<file path="config.mk">
export PLATFORM = sky130hd
export DESIGN_NAME = multicycle_control
export DESIGN_NICKNAME = d
export VERILOG_FILES = /design/src/rtl/multicycle_pkg.sv /design/src/rtl/multicycle_control_alu_decoder.sv /design/src/rtl/multicycle_control.sv
export SDC_FILE = /design/constraint.sdc
export NUM_CORES = 1
export LEC_CHECK = 0
export ABC_AREA = 1
export ABC_CLOCK_PERIOD_IN_PS = 2100
export CORE_MARGIN = 1.5
export CORE_UTILIZATION = 45
export DETAILED_ROUTE_END_ITERATION = 6
export PLACE_DENSITY = 0.75
export REMOVE_ABC_BUFFERS = 1
export SLEW_MARGIN = 20
export SYNTH_ARGS = -nofsm -noshare
export SYNTH_HDL_FRONTEND = slang
export SYNTH_SLANG_ARGS = --single-unit
</file>
<file path="constraint.sdc">
create_clock -name clk -period 2.1 [get_ports clk]
set_input_delay 0.42 -clock clk [delete_from_list [all_inputs] [get_ports clk]]
set_output_delay 0.42 -clock clk [all_outputs]
set_load 0.02 [all_outputs]
</file>
<file path="src/rtl/multicycle_pkg.sv">
// Shared encodings for the multicycle controller: FSM states, instruction
// opcode/funct fields and the ALU operation codes driven towards the ALU.
package multicycle_pkg;

  typedef enum logic [3:0] {
    FETCH    = 4'd0,
    DECODE   = 4'd1,
    MEMADR   = 4'd2,
    MEMRD    = 4'd3,
    MEMWB    = 4'd4,
    MEMWR    = 4'd5,
    EXEC     = 4'd6,
    RTYPE_WB = 4'd7,
    BRANCH   = 4'd8,
    JUMP     = 4'd9,
    ADDI_EX  = 4'd10,
    ADDI_WB  = 4'd11
  } state_t;

  // Opcode field, instruction[31:26]
  localparam logic [5:0] OP_RTYPE = 6'b000000;
  localparam logic [5:0] OP_LW    = 6'b100011;
  localparam logic [5:0] OP_SW    = 6'b101011;
  localparam logic [5:0] OP_BEQ   = 6'b000100;
  localparam logic [5:0] OP_J     = 6'b000010;
  localparam logic [5:0] OP_ADDI  = 6'b001000;

  // Funct field, instruction[5:0], for R-type
  localparam logic [5:0] FN_ADD = 6'b100000;
  localparam logic [5:0] FN_SUB = 6'b100010;
  localparam logic [5:0] FN_AND = 6'b100100;
  localparam logic [5:0] FN_OR  = 6'b100101;
  localparam logic [5:0] FN_SLT = 6'b101010;
  localparam logic [5:0] FN_SLL = 6'b000100;
  localparam logic [5:0] FN_SRL = 6'b000110;

  // ALU operation codes
  localparam logic [3:0] ALU_AND = 4'b0000;
  localparam logic [3:0] ALU_OR  = 4'b0001;
  localparam logic [3:0] ALU_ADD = 4'b0010;
  localparam logic [3:0] ALU_SUB = 4'b0100;
  localparam logic [3:0] ALU_SLL = 4'b0101;
  localparam logic [3:0] ALU_SRL = 4'b0110;
  localparam logic [3:0] ALU_SLT = 4'b1000;

endpackage

</file>
<file path="src/rtl/multicycle_control_alu_decoder.sv">
// Combinational R-type funct decoder. Kept standalone so a single-cycle
// controller can reuse it unchanged.
module alu_decoder
  import multicycle_pkg::*;
(
  input  logic [5:0] funct,
  output logic [3:0] alu_op,
  output logic       valid
);

  // Map funct to an ALU operation; unknown functs report valid=0
  always_comb begin
    alu_op = ALU_ADD;
    valid  = 1'b1;
    case (funct)
      FN_ADD:  alu_op = ALU_ADD;
      FN_SUB:  alu_op = ALU_SUB;
      FN_AND:  alu_op = ALU_AND;
      FN_OR:   alu_op = ALU_OR;
      FN_SLT:  alu_op = ALU_SLT;
      FN_SLL:  alu_op = ALU_SLL;
      FN_SRL:  alu_op = ALU_SRL;
      default: begin
        alu_op = ALU_ADD;
        valid  = 1'b0;
      end
    endcase
  end

endmodule

</file>
<file path="src/rtl/multicycle_control.sv">
// Moore control FSM for the multicycle datapath. Outputs are decoded from
// the current state (PCEn also from Zero in BRANCH); reset forces every
// output low and abandons any partial instruction.
module multicycle_control
  import multicycle_pkg::*;
#(
  parameter int CNT_W = 32
) (
  input  logic             clk,
  input  logic             reset,
  input  logic [5:0]       Opcode,
  input  logic [5:0]       Funct,
  input  logic             Zero,
  output logic             PCEn,
  output logic             IorD,
  output logic             MemRead,
  output logic             MemWrite,
  output logic             IRWrite,
  output logic             RegDst,
  output logic             MemtoReg,
  output logic             RegWrite,
  output logic             ALUSrcA,
  output logic [1:0]       ALUSrcB,
  output logic [1:0]       PCSource,
  output logic [3:0]       ALUControl,
  output logic             Illegal,
  output logic [CNT_W-1:0] InstrCount
);

  state_t           state_r;
  state_t           next_s;
  logic             retire_s;
  logic [3:0]       funct_op_s;
  logic             funct_valid_s;
  logic [CNT_W-1:0] count_r;

  alu_decoder u_alu_decoder (
    .funct  (Funct),
    .alu_op (funct_op_s),
    .valid  (funct_valid_s)
  );

  // State register
  always_ff @(posedge clk) begin
    if (reset) state_r <= FETCH;
    else       state_r <= next_s;
  end

  // Retired-instruction counter; reset takes priority over an increment
  always_ff @(posedge clk) begin
    if (reset)         count_r <= {CNT_W{1'b0}};
    else if (retire_s) count_r <= count_r + {{(CNT_W-1){1'b0}}, 1'b1};
    else               count_r <= count_r;
  end

  assign InstrCount = count_r;

  // Next-state and output decode
  always_comb begin
    next_s     = FETCH;
    retire_s   = 1'b0;
    PCEn       = 1'b0;
    IorD       = 1'b0;
    MemRead    = 1'b0;
    MemWrite   = 1'b0;
    IRWrite    = 1'b0;
    RegDst     = 1'b0;
    MemtoReg   = 1'b0;
    RegWrite   = 1'b0;
    ALUSrcA    = 1'b0;
    ALUSrcB    = 2'b00;
    PCSource   = 2'b00;
    ALUControl = 4'b0000;
    Illegal    = 1'b0;
    if (reset) begin
      next_s = FETCH;
    end else begin
      case (state_r)
        FETCH: begin
          MemRead    = 1'b1;
          IRWrite    = 1'b1;
          ALUSrcB    = 2'b01;
          ALUControl = ALU_ADD;
          PCEn       = 1'b1;
          next_s     = DECODE;
        end
        DECODE: begin
          // Speculatively compute the branch target into ALUOut
          ALUSrcB    = 2'b11;
          ALUControl = ALU_ADD;
          case (Opcode)
            OP_RTYPE: begin
              if (funct_valid_s) begin
                next_s = EXEC;
              end else begin
                next_s  = FETCH;
                Illegal = 1'b1;
              end
            end
            OP_LW, OP_SW: next_s = MEMADR;
            OP_BEQ:       next_s = BRANCH;
            OP_J:         next_s = JUMP;
            OP_ADDI:      next_s = ADDI_EX;
            default: begin
              next_s  = FETCH;
              Illegal = 1'b1;
            end
          endcase
        end
        EXEC: begin
          ALUSrcA    = 1'b1;
          ALUSrcB    = 2'b00;
          ALUControl = funct_op_s;
          next_s     = RTYPE_WB;
        end
        RTYPE_WB: begin
          RegDst   = 1'b1;
          RegWrite = 1'b1;
          retire_s = 1'b1;
          next_s   = FETCH;
        end
        MEMADR: begin
          ALUSrcA    = 1'b1;
          ALUSrcB    = 2'b10;
          ALUControl = ALU_ADD;
          if (Opcode == OP_LW) next_s = MEMRD;
          else                 next_s = MEMWR;
        end
        MEMRD: begin
          MemRead = 1'b1;
          IorD    = 1'b1;
          next_s  = MEMWB;
        end
        MEMWB: begin
          MemtoReg = 1'b1;
          RegWrite = 1'b1;
          retire_s = 1'b1;
          next_s   = FETCH;
        end
        MEMWR: begin
          MemWrite = 1'b1;
          IorD     = 1'b1;
          retire_s = 1'b1;
          next_s   = FETCH;
        end
        BRANCH: begin
          ALUSrcA    = 1'b1;
          ALUSrcB    = 2'b00;
          ALUControl = ALU_SUB;
          PCSource   = 2'b01;
          PCEn       = Zero;
          retire_s   = 1'b1;
          next_s     = FETCH;
        end
        JUMP: begin
          PCSource = 2'b10;
          PCEn     = 1'b1;
          retire_s = 1'b1;
          next_s   = FETCH;
        end
        ADDI_EX: begin
          ALUSrcA    = 1'b1;
          ALUSrcB    = 2'b10;
          ALUControl = ALU_ADD;
          next_s     = ADDI_WB;
        end
        ADDI_WB: begin
          RegWrite = 1'b1;
          retire_s = 1'b1;
          next_s   = FETCH;
        end
        default: next_s = FETCH;
      endcase
    end
  end

endmodule

</file>
==> impl_metrics.csv <==
group,metric,value,unit
detailed_routing,routed_wl,7400,um
die,die-height,77.6,um
clock_network,cts_made_buffers,5,
power,switching_share,0.250,
power,vdd_ir_drop_max,0.300,mV
clock_network,cts_htree_levels,2,
die,initial_utilization,0.478,
job,maxCapViolations,0,
worst_setup_path,worstPathCellList,"clkdlybuf4s50_1, nor2_2, nand3_1, nand3_1, nor2_1, nand3_1, nor2_1, buf_4",
synth,ys_async_sr_fraction,0,
worst_setup_path,arrival_time_of_data_at_the_critical_path_endpoint,1.64,ns
status,run_status,"complete, no violations",
detailed_routing,route.detailed.vias_per_inst,5.12,
sta,period_share,0.981,
sta,timing.final.setup_violations,0,
clock_network,clk_pin_slew_worst_paths,0.07,ns
finish,post_route_cells_drive_above_1_share,0.144,
detailed_routing,detail-route-antenna-nets,0,
finish,nets,548,
die,fp-row-count,26,
power,power.internal,0.00111,W
synth,yosys_warnings,0,
worst_setup_path,timing.critical_path.slowest_stage_cell,"clkdlybuf4s50_1",
worst_setup_path,path_class,"in2out",
synth,postSynth.topFlopCell,"dfxtp_1",
synth,post_synth.cell_area_avg,5.75,um^2
finish,post-route-util,0.680,
detailed_routing,detail_route.drc_violations,0,
detailed_routing,drt_first_pass_iters,4,
synth,synth_sequential_area_ratio,0.288,
detailed_routing,post_drt_wl_per_cell,12.3,um
placement,place.gp.congestion,0.945,
placement,hpwl,5560,um
synth,synth_enable_flop_cells,0,
placement,port_buffers,64,
power,power.sequential.fraction,0.465,
power,pwr-share-comb,0.111,
global_route,remaining_global_route_overflow,0,
min_path,hold_class,"reg2reg",
finish,antennaDiodeCount,0,
sta,min_period,2.06,ns
synth,ys_ff_latch,36,
worst_setup_path,timing.reg2reg.setup_slack,0.32,ns
global_route,grt_pass1_vias,2840,
placement,placement.cell_area,3450,um^2
detailed_routing,dr.first_iter.drc_count,200,
global_route,grt_pass1_wl,12100,um
clock_network,source_to_sink_clock_delay_at_the_later_pin_of_the_worst_skew_pair,0.30,ns
power,power.clock.fraction,0.424,
detailed_routing,detailroute.via_count,3090,
power,power,0.00148,W
power,power.density,415,nW/um^2
synth,syn-cell-area,2510,um^2
die,die_width,77.6,um
global_route,antenna_violations_before_repair,0,
clock_network,clock-sinks,36,
sta,report.final.hold_viol_count,0,
global_route,grt_max_degree,24,
placement,detailedPlace.worstSlack,-0.593,ns
sta,fmax,485,MHz
worst_setup_path,crit_path_start_kind,"primary input",
sta,worst_slack,0.0392,ns
worst_setup_path,timing.critical_path.max_delay_family,"buffers and inverters",
die,area_enclosed_by_the_die_boundary,6030,um^2
sta,rsz0062_at_grt,"true",
worst_setup_path,worstPathRequired,1.68,ns
clock_network,root_buffer,"clkbuf_8",
die,coreArea,5240,um^2
worst_setup_path,path_max_fanout,3,
sta,worst-slew-pin-transition,0.328,ns
worst_setup_path,critPathBufInv,2,
power,p_leak,1.48,nW
finish,flow.area_growth_from_synthesis,42.2,%
worst_setup_path,worst_path_largest_cell_delay,0.54,ns
worst_setup_path,critical_path.most_common_cell,"nand3_1",
die,top_level_ports,65,
power,power_switching,0.000370,W
synth,syn_inst,436,
sta,worst_slew_margin_rel,0.781,
sta,fin_worst_skew,0.0111,ns
synth,netlist-cell-type-count,29,
finish,finish.instance_area,3560,um^2
sta,slew_violations,0,
worst_setup_path,timing.critical_path.to_type,"primary output",
clock_network,ctsLongestPathBuffers,2,
global_route,track_usage,0.247,
clock_network,cts_tree,"done",
sta,sum_of_negative_setup_slack,0,ns
[worst register-to-register path, stage by stage (launching register included)]
cell and delay, ns:
dfxtp_1 0.41, ha_1 0.25, inv_1 0.11, nor2_1 0.24, nand3_4 0.15, nor2_4 0.25, nand3_1 0.12, nor3b_1 0.15
[stage by stage]
| stage | std cells | hold slack [ns] |
|---|---|---|
| 2_1_floorplan | 429 | 0.489 |
| 3_3_place_gp | 593 | 0.481 |
| 3_5_place_dp | 593 | 0.484 |
| 4_1_cts | 602 | 0.496 |
| 5_1_grt | 603 | 0.525 |
| 6_report | 603 | 0.497 |
[synth_stat cells (3+ instances only)]
library cell / n / share of area
o21ai_0: 12 / 0.024
nand3_1: 21 / 0.042
nor3_1: 6 / 0.012
nor2_1: 95 / 0.14
inv_1: 52 / 0.078
nand2_1: 130 / 0.19
dfxtp_1: 36 / 0.29
nand4_1: 8 / 0.020
nand3b_1: 9 / 0.027
nor2_4: 5 / 0.022
a21oi_1: 37 / 0.074
clkbuf_1: 3 / 0.0045
[routing by layer]
| layer | up-vias | GRT usage | wire length [um] |
|---|---|---|---|
| li1 | 1579 | - | - |
| met1 | 1402 | 0.295 | 3280 |
| met2 | 88 | 0.437 | 3650 |
| met3 | 21 | 0.0388 | 305 |
| met4 | 0 | 0.0982 | 167 |
| met5 | - | 0 | 0 |
[worst paths after layout]
path / start / end / cells after the start
setup / recovery: Opcode[1] / Illegal / 8
hold / removal: InstrCount[7]$_SDFFE_PP0P_ / InstrCount[7]$_SDFFE_PP0P_ / 2
setup reg to reg: InstrCount[0]$_SDFFE_PP0P_ / InstrCount[12]$_SDFFE_PP0P_ / 7
hold reg to reg: InstrCount[7]$_SDFFE_PP0P_ / InstrCount[7]$_SDFFE_PP0P_ / 2
[layout make-up]
| class | instances | area, um^2 |
|---|---|---|
| clock buffer | 5 | 68.8 |
| clock inverter | 3 | 42.5 |
| fill | 488 | 1670 |
| inverter | 54 | 203 |
| multi-input combinational | 339 | 1580 |
| sequential | 36 | 722 |
| tap | 70 | 87.6 |
| timing repair buffer | 96 | 860 |
[power groups by stage]
stage | logic (W) | clock network (W) | registers, W
2_1_floorplan | 0.0000667 | 0 | 0.000703
4_1_cts | 0.000161 | 0.000632 | 0.000687
6_report | 0.000164 | 0.000627 | 0.000688
3_3_place_gp | 0.000164 | 0 | 0.000703
3_5_place_dp | 0.000166 | 0 | 0.000703
5_1_grt | 0.000178 | 0.000660 | 0.000688
[cells by family after synthesis]
| group | after synthesis | share of synthesized area |
|---|---|---|
| simple gates | 284 | 0.499 |
| fa+ha+maj | 1 | 0.00499 |
| buf+inv | 61 | 0.0959 |
| compound gates | 54 | 0.112 |
| flops | 36 | 0.288 |
[sequential cells by signal (all words and copies together) (netlist names)]
name,cells
state_r,4
InstrCount,32
[what timing repair did]
action | CTS | global route
pin swaps | 1 | 1
gates cloned | 0 | 0
buffers inserted | 1 | 1
hold buffers | 0 | 0
setup endpoints to repair | 18 | 10
resized for setup | 51 | 25
[cell usage in the layout (no fill, tap or decap), drive strengths merged, types with 13 or more instances in the layout]
master	synthesis	layout
inv	54	54
nand3	22	22
o21ai	13	13
a21oi	37	37
nor2	101	101
buf	4	37
clkdlybuf4s50	0	35
dfxtp	36	36
dlygate4sd2	0	14
nand2	133	133
No activity file was read; power rests on OpenSTA's default activity.
